[src/rtl/dbg_host_if.sv]
// Command/response handshake between a debug-command issuer (master) and the
// dbg_host serializer (slave).
interface dbg_host_if;
  logic        cmd_valid;
  logic        cmd_ready;
  logic        cmd_wr;
  logic [15:0] cmd_addr;
  logic [7:0]  cmd_wdata;
  logic        rsp_valid;
  logic [7:0]  rsp_rdata;
  logic        rsp_err;

  modport master (
    output cmd_valid, cmd_wr, cmd_addr, cmd_wdata,
    input  cmd_ready, rsp_valid, rsp_rdata, rsp_err
  );

  modport slave (
    input  cmd_valid, cmd_wr, cmd_addr, cmd_wdata,
    output cmd_ready, rsp_valid, rsp_rdata, rsp_err
  );
endinterface

[src/rtl/dbg_host.sv]
// Host end of the serial debug link: turns single-byte read/write commands into
// 8N1 debugger packets and collects the one-byte read reply.
module dbg_host #(
  parameter int CLKS_PER_BIT   = 1302,
  parameter int TIMEOUT_CYCLES = 1000000
) (
  input  logic         clk,
  input  logic         rst,
  dbg_host_if.slave    bus,
  input  logic         rx,
  output logic         tx
);

  localparam int BW = $clog2(CLKS_PER_BIT + 1);
  localparam int TW = $clog2(TIMEOUT_CYCLES + 1);
  localparam logic [BW-1:0] BIT_LAST  = BW'(CLKS_PER_BIT - 1);
  localparam logic [BW-1:0] HALF_LAST = BW'(CLKS_PER_BIT / 2 - 1);
  // The FSM leaves on the edge where the counter steps onto TIMEOUT_CYCLES-1.
  localparam logic [TW-1:0] TO_FIRE   = TW'(TIMEOUT_CYCLES - 2);

  typedef enum logic [1:0] {IDLE, SEND, WAIT_RX, DONE} state_t;
  typedef enum logic [1:0] {RX_IDLE, RX_START, RX_DATA, RX_STOP} rx_state_t;

  state_t        state;
  logic          cmd_ready_q;
  logic          rsp_valid_q;
  logic [7:0]    rsp_rdata_q;
  logic          rsp_err_q;

  logic          cap_wr;
  logic [15:0]   cap_addr;
  logic [7:0]    cap_wdata;
  logic [2:0]    byte_idx;
  logic [3:0]    bit_idx;
  logic [BW-1:0] tx_cnt;
  logic [TW-1:0] to_cnt;
  logic [7:0]    res_data;
  logic          res_err;
  logic          res_load;
  logic [7:0]    cur_byte;
  logic [2:0]    last_byte;

  rx_state_t     rx_state;
  logic          rx_s1, rx_s2, rx_prev;
  logic [BW-1:0] rx_cnt;
  logic [2:0]    rx_bits;
  logic [7:0]    rx_shift;
  logic          rx_done;
  logic [7:0]    rx_data;
  logic          rx_ferr;
  logic          rx_armed;

  assign bus.cmd_ready = cmd_ready_q;
  assign bus.rsp_valid = rsp_valid_q;
  assign bus.rsp_rdata = rsp_rdata_q;
  assign bus.rsp_err   = rsp_err_q;

  assign last_byte = cap_wr ? 3'd5 : 3'd4;

  // NOTE: every variable assigned in always_comb gets a default first so no latch is inferred.
  always_comb begin
    cur_byte = 8'h00;
    case (byte_idx)
      3'd0:    cur_byte = cap_wr ? 8'h02 : 8'h01;
      3'd1:    cur_byte = cap_addr[7:0];
      3'd2:    cur_byte = cap_addr[15:8];
      3'd3:    cur_byte = 8'h01;
      3'd4:    cur_byte = 8'h00;
      3'd5:    cur_byte = cap_wdata;
      default: cur_byte = 8'h00;
    endcase
  end

  // NOTE: sequential state uses non-blocking (<=) so all registers update together at the edge.
  always_ff @(posedge clk or negedge rst) begin
    if (!rst) begin
      state       <= IDLE;
      tx          <= 1'b1;
      cmd_ready_q <= 1'b1;
      rsp_valid_q <= 1'b0;
      rsp_rdata_q <= 8'h00;
      rsp_err_q   <= 1'b0;
      cap_wr      <= 1'b0;
      cap_addr    <= 16'h0000;
      cap_wdata   <= 8'h00;
      byte_idx    <= 3'd0;
      bit_idx     <= 4'd0;
      tx_cnt      <= '0;
      to_cnt      <= '0;
      res_data    <= 8'h00;
      res_err     <= 1'b0;
      res_load    <= 1'b0;
    end else begin
      rsp_valid_q <= 1'b0;
      case (state)
        IDLE: begin
          if (bus.cmd_valid && cmd_ready_q) begin
            cap_wr      <= bus.cmd_wr;
            cap_addr    <= bus.cmd_addr;
            cap_wdata   <= bus.cmd_wdata;
            byte_idx    <= 3'd0;
            bit_idx     <= 4'd0;
            tx_cnt      <= '0;
            tx          <= 1'b0;
            cmd_ready_q <= 1'b0;
            res_err     <= 1'b0;
            res_load    <= 1'b0;
            state       <= SEND;
          end else begin
            cmd_ready_q <= 1'b1;
          end
        end

        SEND: begin
          if (tx_cnt == BIT_LAST) begin
            tx_cnt <= '0;
            if (bit_idx == 4'd9) begin
              if (byte_idx == last_byte) begin
                tx     <= 1'b1;
                to_cnt <= '0;
                state  <= cap_wr ? DONE : WAIT_RX;
              end else begin
                byte_idx <= byte_idx + 3'd1;
                bit_idx  <= 4'd0;
                tx       <= 1'b0;
              end
            end else begin
              // bit_idx names the bit just finished: 0 = start, 1..8 = data.
              bit_idx <= bit_idx + 4'd1;
              tx      <= (bit_idx == 4'd8) ? 1'b1 : cur_byte[bit_idx[2:0]];
            end
          end else begin
            tx_cnt <= tx_cnt + BW'(1);
          end
        end

        WAIT_RX: begin
          to_cnt <= to_cnt + TW'(1);
          if (rx_done && rx_armed) begin
            res_data <= rx_data;
            res_err  <= rx_ferr;
            res_load <= !rx_ferr;
            state    <= DONE;
          end else if (to_cnt == TO_FIRE) begin
            res_err <= 1'b1;
            state   <= DONE;
          end
        end

        DONE: begin
          rsp_valid_q <= 1'b1;
          rsp_err_q   <= res_err;
          if (res_load) rsp_rdata_q <= res_data;
          state <= IDLE;
        end

        default: state <= IDLE;
      endcase
    end
  end

  // Receiver runs freely; rx_armed marks a frame whose start edge fell inside WAIT_RX.
  always_ff @(posedge clk or negedge rst) begin
    if (!rst) begin
      rx_s1    <= 1'b1;
      rx_s2    <= 1'b1;
      rx_prev  <= 1'b1;
      rx_state <= RX_IDLE;
      rx_cnt   <= '0;
      rx_bits  <= 3'd0;
      rx_shift <= 8'h00;
      rx_done  <= 1'b0;
      rx_data  <= 8'h00;
      rx_ferr  <= 1'b0;
      rx_armed <= 1'b0;
    end else begin
      rx_s1   <= rx;
      rx_s2   <= rx_s1;
      rx_prev <= rx_s2;
      rx_done <= 1'b0;

      if (state != WAIT_RX) rx_armed <= 1'b0;
      else if (rx_state == RX_IDLE && rx_prev && !rx_s2) rx_armed <= 1'b1;

      case (rx_state)
        RX_IDLE: begin
          if (rx_prev && !rx_s2) begin
            rx_cnt   <= '0;
            rx_state <= RX_START;
          end
        end

        RX_START: begin
          if (rx_cnt == HALF_LAST) begin
            rx_cnt   <= '0;
            rx_bits  <= 3'd0;
            rx_state <= rx_s2 ? RX_IDLE : RX_DATA;
          end else begin
            rx_cnt <= rx_cnt + BW'(1);
          end
        end

        RX_DATA: begin
          if (rx_cnt == BIT_LAST) begin
            rx_cnt   <= '0;
            rx_shift <= {rx_s2, rx_shift[7:1]};
            if (rx_bits == 3'd7) rx_state <= RX_STOP;
            else                 rx_bits  <= rx_bits + 3'd1;
          end else begin
            rx_cnt <= rx_cnt + BW'(1);
          end
        end

        RX_STOP: begin
          if (rx_cnt == BIT_LAST) begin
            rx_cnt   <= '0;
            rx_done  <= 1'b1;
            rx_data  <= rx_shift;
            rx_ferr  <= !rx_s2;
            rx_state <= RX_IDLE;
          end else begin
            rx_cnt <= rx_cnt + BW'(1);
          end
        end

        default: rx_state <= RX_IDLE;
      endcase
    end
  end

endmodule

[src/flat_wrapper.sv]
// flat-port wrapper written by rule: the top's interface ports become plain ports
module dbg_host_flat 
#(
  parameter int CLKS_PER_BIT   = 1302,
  parameter int TIMEOUT_CYCLES = 1000000
)
  (clk, rst, rx, tx, bus_cmd_valid, bus_cmd_wr, bus_cmd_addr, bus_cmd_wdata, bus_cmd_ready, bus_rsp_valid, bus_rsp_rdata, bus_rsp_err);
  dbg_host_if bus_i ();
  input  logic clk;
  input  logic rst;
  input  logic rx;
  output logic tx;
  input wire logic [$bits(bus_i.cmd_valid)-1:0] bus_cmd_valid;
  input wire logic [$bits(bus_i.cmd_wr)-1:0] bus_cmd_wr;
  input wire logic [$bits(bus_i.cmd_addr)-1:0] bus_cmd_addr;
  input wire logic [$bits(bus_i.cmd_wdata)-1:0] bus_cmd_wdata;
  output wire logic [$bits(bus_i.cmd_ready)-1:0] bus_cmd_ready;
  output wire logic [$bits(bus_i.rsp_valid)-1:0] bus_rsp_valid;
  output wire logic [$bits(bus_i.rsp_rdata)-1:0] bus_rsp_rdata;
  output wire logic [$bits(bus_i.rsp_err)-1:0] bus_rsp_err;
  assign bus_i.cmd_valid = bus_cmd_valid;
  assign bus_i.cmd_wr = bus_cmd_wr;
  assign bus_i.cmd_addr = bus_cmd_addr;
  assign bus_i.cmd_wdata = bus_cmd_wdata;
  assign bus_cmd_ready = bus_i.cmd_ready;
  assign bus_rsp_valid = bus_i.rsp_valid;
  assign bus_rsp_rdata = bus_i.rsp_rdata;
  assign bus_rsp_err = bus_i.rsp_err;
  dbg_host #(.CLKS_PER_BIT(CLKS_PER_BIT), .TIMEOUT_CYCLES(TIMEOUT_CYCLES)) u_core (.clk(clk), .rst(rst), .bus(bus_i), .rx(rx), .tx(tx));
endmodule
[config.mk]
export PLATFORM = sky130hd
export DESIGN_NAME = dbg_host_flat
export DESIGN_NICKNAME = d
export VERILOG_FILES = /design/src/rtl/dbg_host_if.sv /design/src/rtl/dbg_host.sv /design/src/flat_wrapper.sv
export SDC_FILE = /design/constraint.sdc
export NUM_CORES = 1
export LEC_CHECK = 0
export CAP_MARGIN = 40
export CORE_ASPECT_RATIO = 1.75
export CORE_MARGIN = 2
export CORE_UTILIZATION = 59
export DETAILED_ROUTE_END_ITERATION = 8
export MAX_ROUTING_LAYER = met4
export PLACE_DENSITY_LB_ADDON = 0.08
export SYNTH_ARGS = -nofsm -noshare
export SYNTH_HDL_FRONTEND = slang
export SYNTH_SLANG_ARGS = --single-unit
[constraint.sdc]
create_clock -name clk -period 3.1 [get_ports clk]
set_clock_uncertainty 0.1 [all_clocks]
set_input_delay 0.31 -clock clk [delete_from_list [all_inputs] [get_ports clk]]
set_output_delay 0.31 -clock clk [all_outputs]
set_load 0.05 [all_outputs]
-- Yosys cells after proc, flatten, opt, wreduce, memory -nomap -nowiden
Cells that the tools add are included.
W data, S select, Z words.
- register bits: 125
- output and inout bits: 12
- logic and storage cells: 160
- $add $sub $neg: 6
- magnitude comparators: 1
- equality and inequality tests: 33
- mux-type cells: 62
- reductions and logical operators: 31
- operators with widths (cell ; count):
    $mux W20 ; 3
    $mux W11 ; 5
    $pmux W20 S2 ; 1
    $pmux W8 S5 ; 1
    $pmux W11 S3 ; 1
    $mux W2 ; 13
    $add A11 B1 Y11 const B ; 2
    $eq A11 B11 Y1 const B ; 2
    $pmux W11 S2 ; 1
    $mux W3 ; 7
    $add A20 B1 Y20 const B ; 1
    $eq A20 B20 Y1 const B ; 1
    $ne A2 B1 Y1 const B ; 9
    $mux W1 ; 17
    $mux W4 ; 4
    $pmux W2 S4 ; 2
    $reduce_and A5 Y1 ; 3
    $pmux W3 S2 ; 2
    $reduce_and A2 Y1 ; 6
    $reduce_and A4 Y1 ; 3
    $eq A11 B10 Y1 const B ; 1
    $reduce_bool A2 Y1 ; 5
    $reduce_and A3 Y1 ; 3
    $eq A2 B2 Y1 const B ; 4
    20 further kinds ; 36

-- Longest topological paths before layout
- depth in word-level cells: 8
- mapped depth: 9
- depth with buffers taken out: 7

-- Worst setup path before layout
Ideal clock, no wire load.
- path kind: register -> register
- start point: register u_core.rx_cnt[6]
- end point: register u_core.rx_bits[0]
- library setup time: 0.125 ns
- arrival time: 2.183 ns
- setup slack: 0.691 ns
- cell stages (with the launch flop): 8
- cell sequence: dfrtp_1 or2_1 or4b_1 buf_2 or3_1 buf_6 o32a_1 mux2_4
- longest elaborated chain between the ends: 3
- elaborated cells between the ends (all ways): 5
- classes of those cells: eq/ne: 4; reduce/logical: 1
- ends and longest elaborated chain (what ; line ; source):
    from (decl) ; dbg_host.sv:45 ; logic [BW-1:0] rx_cnt;
    from (signal assigned) ; dbg_host.sv:199 ; rx_cnt <= rx_cnt + BW'(1);
    from (signal assigned) ; dbg_host.sv:210 ; rx_cnt <= rx_cnt + BW'(1);
    from (signal assigned) ; dbg_host.sv:222 ; rx_cnt <= rx_cnt + BW'(1);
    $eq A11 B11 Y1 / $eq A11 B10 Y1 (equally long branches) ; dbg_host.sv:204, dbg_host.sv:194 ;
    $ne A2 B1 Y1 (no line) ; - ;
    $reduce_and A4 Y1 (no line) (*) ; - ;
    to (signal assigned) ; dbg_host.sv:208 ; else rx_bits <= rx_bits + 3'd1;
    to (decl) ; dbg_host.sv:46 ; logic [2:0] rx_bits;
Mark *: on every way between the ends. The rest lies on a longest branch, timed or not.
A chain may end at the register's enable or synchronous reset.

-- Worst setup path in the final report
Ends and elaborated chain as after synthesis.

==> metrics.md <==
| Metric | Value |
|---|---|
| Syn nets | 622 |
| Most frequent cells in the layout | dfrtp_1 (120), mux2_2 (59), nand2_1 (39), clkdlybuf4s50_1 (39), o21ai_0 (32) |
| Int Pwr | 3.87 mW |
| First-pass GRT wire length | 22700 um |
| Inst Count DP | 726 |
| Clock share of power | 34.5% |
| Hold-critical path depth | 1 |
| Ports | 41 |
| Post-synth EDFFs | 0 |
| Largest net degree at the start of global routing | 59 |
| Wire per inst | 17.3 um |
| Switch share | 33.3% |
| Vias per cell | 6.08 |
| Synth warn | 0 |
| Yosys reg bits | 125 |
| Clk_lat worst skew | 0.42 ns |
| Final setup fails | 0 |
| Adder-Cell Fraction of Synth Area | 3.64% |
| Startpoint Class | flip-flop |
| Commonest non-fill, non-tap cell in the layout | dfrtp_1 |
| Pre-antenna DRT Iters | 4 |
| Fin crit share | 83.9% |
| Setup ws final | 0.499 ns |
| Distinct cells, synth | 59 |
| Initial antenna violation count | 0 |
| CTS Buffer Depth | 2 |
| Clock slew at reported path FFs | 0.06 ns |
| Sequential element share of the synthesized area | 50.6% |
| Worst R2R Setup Slack | 0.50 ns |
| Worst Hold Path EP | u_core.rx_s1 |
| Simple-gate share of the synthesized area | 15.8% |
| Final Hold Viols | 0 |
| End of the worst register-to-register path | u_core.rx_bits[0] |
| Reg2reg start | u_core.rx_cnt[6] |
| Synth async-reset ratio | 100% |
| Main combinational cell family by area after synthesis | simple AND/OR/NAND/NOR gates |
| Clock sink count | 125 |
| Critical Path End Type | flip-flop |
| Worst Path Required | 3.31 ns |
| Cell Pwr Density | 789 nW/um^2 |
| Setup tns final | 0 ns |
| Filler cells | 714 |
| Core box area | 10200 um^2 |
| Status | completed |
| Setup CP Type | flip-flop to flip-flop |
| XOR/XNOR Fraction of Synth Area | 0.990% |
| H-tree Lvls | 4 |
| Root Buffer | clkbuf_16 |
| Avg Cell Area, Syn | 10.8 um^2 |
| Peak VDD IR | 0.000615 V |
| Sw Pwr | 1.93 mW |
| Drt first-iter violations | 194 |
| Cell count after synthesis | 575 |
| Site Rows | 49 |
| Area of the die | 11400 um^2 |
| Starting Density | 60.5% |
| Die Ht | 140 um |
| Routed vias | 4614 |
| Ant diodes | 0 |
| CTS tree | done |
| Max-capacitance violation count | 0 |
| Post-DRT Antenna Nets | 0 |
| Die width | 81.4 um |
| Synthesized cell area | 6190 um^2 |
| Area Growth Syn to Fin | 18.8% |
| Post-place setup slack | 0.496 ns |
| Main flop type after synthesis | dfrtp_1 |
| Hold crit path type | input pin to flip-flop |
| Gr ovfl total | 0 |
| Leakage power | 3.17 nW |
| WP data arrival | 2.81 ns |
| Compound-Gate Fraction of Synth Area | 14.1% |
| Non-filler cells in the finished layout | 759 |
| Slew headroom | 48.2% |
| Port-buffer cells | 40 |
| Mux cell area share after synthesis | 11.6% |
| Sequential power share | 39.4% |
| Layout cells sized above 1 | 19.0% |
| Postcts setup bufs | 0 |
| Worst r2r path cells | 5 |
| Logic pwr share | 26.1% |
| RSZ-0062 raised after global routing | no |
| Final Max Tran Viols | 0 |
| F_max | 384 MHz |
| Number of global-route vias before repair | 4877 |
| Nets | 666 |
| Actual slew at the worst max-slew pin | 0.777 ns |
| Drt drc | 0 |
| Total GRT Usage | 26.4% |
| Hold_sp | rx |
| Total CTS buffers | 17 |
| DP HPWL | 9180 um |
| WL final | 13100 um |
| CP Max Fanout | 10 |
| GPL Wtd Cong | 0.847 |
| Tmin final | 2.60 ns |
cell usage after synthesis (all sizes together), types with 4 or more instances:
library cell	n	area share [%]
or4	10	1.2
o21ai	32	2.6
mux2	60	11
a31oi	9	0.91
and2	5	0.51
a22oi	6	0.73
dfrtp	120	49
nand2b	12	1.2
a21oi	29	2.3
dfstp	5	2.1
and3	7	0.71
or3	9	0.91
and4	4	0.57
inv	22	1.3
nand2	39	2.4
nor2b	6	0.61
clkbuf	24	1.5
nand4	5	0.51
mux2i	4	0.65
or2	4	0.40
o22ai	6	0.61
ha	18	3.6
buf	4	0.42
nor3	9	0.97
xor2	4	0.57
o31ai	12	1.5
o211ai	9	1.1
a21boi	4	0.49
nand3	24	1.9
nor2	27	1.6
per-stage QoR:
stage / power [mW] / cell area [um^2] / hold slack (ns) / utilization (%)
after floorplan: 3.34 / 6190 / -0.0856 / -
after global routing: 6.16 / 7350 / 0.199 / 71.8
after CTS: 5.84 / 7350 / 0.194 / 71.8
after detailed placement: 3.82 / 6740 / 0.255 / 65.9
after global placement: 3.73 / 6730 / 0.250 / 65.8
final: 5.81 / 7350 / 0.198 / 71.8
power by group through the flow:
stage               Sequential [mW]  Clock, mW  Combinational [mW]
floorplan                      2.26          0                1.08
detailed placement             2.30          0                1.51
CTS                            2.28       2.03                1.53
finish                         2.29       2.00                1.52
global placement               2.29          0                1.44
global route                   2.34       2.12                1.71
cells by family (layout without fill, tap and decap cells):
| kind of cell | Yosys count | count (layout) |
|---|---|---|
| fa+ha+maj | 18 | 18 |
| buf+inv | 50 | 107 |
| compound gates | 134 | 134 |
| mux | 64 | 64 |
| flops | 125 | 125 |
| xor+xnor | 7 | 7 |
| simple gates | 177 | 177 |
critical path, cell delays in order, from the launching register on:
cell	delay, ns
dfrtp_1	0.41
or2_1	0.26
or4b_1	0.64
or3_1	0.54
o32a_1	0.28
mux2_4	0.27
registers in the layout, indices dropped and copies added (netlist names), 2 cells and up, named ones only:
| signal | cells |
|---|---|
| u_core.bit_idx | 4 |
| u_core.rx_cnt | 11 |
| u_core.state | 2 |
| u_core.cap_addr | 16 |
| u_core.to_cnt | 20 |
| u_core.byte_idx | 3 |
| u_core.tx_cnt | 11 |
| u_core.res_data | 8 |
| u_core.rx_bits | 3 |
| u_core.bus.rsp_rdata | 8 |
| u_core.cap_wdata | 8 |
| u_core.rx_shift | 8 |
| u_core.rx_data | 8 |
layer usage:
metal  vias to the layer above  track usage [%]  wire length, um
met2                        83             43.3             7060
met1                      2288             31.2             5380
met5                         -                -                0
li1                       2212                -                -
met3                        31             4.47              314
met4                         0             11.5              340
worst max path at each step:
stage	startpoint	to	slack [ns]	cells after the start
2_1_floorplan	u_core.rx_cnt[6]	u_core.rx_bits[0]	0.69	7
3_3_place_gp	u_core.tx_cnt[7]	u_core.to_cnt[13]	0.52	5
3_5_place_dp	u_core.rx_cnt[6]	u_core.rx_bits[0]	0.50	5
4_1_cts	u_core.rx_cnt[6]	u_core.rx_bits[0]	0.50	5
5_1_grt	u_core.rx_cnt[1]	u_core.rx_bits[0]	0.34	7
6_report	u_core.rx_cnt[6]	u_core.rx_bits[0]	0.50	5
final cells by class:
cell class / instances / area [um^2] / share of cell area, %
flip-flops and latches: 125 / 3130 / 42.6
multi-input cells: 400 / 2860 / 38.9
repair buffers: 53 / 514 / 6.99
clock buffers: 17 / 425 / 5.78
clock inverters: 15 / 175 / 2.38
well taps: 127 / 159 / 2.16
inverters: 22 / 82.6 / 1.12
repair_timing:
| action | 4_1_cts | 5_1_grt |
|---|---|---|
| hold buffers | 1 | 0 |
| hold endpoints to repair | 55 | 0 |
| gates resized for setup | 0 | 0 |
(Power assumes the default switching activity.)
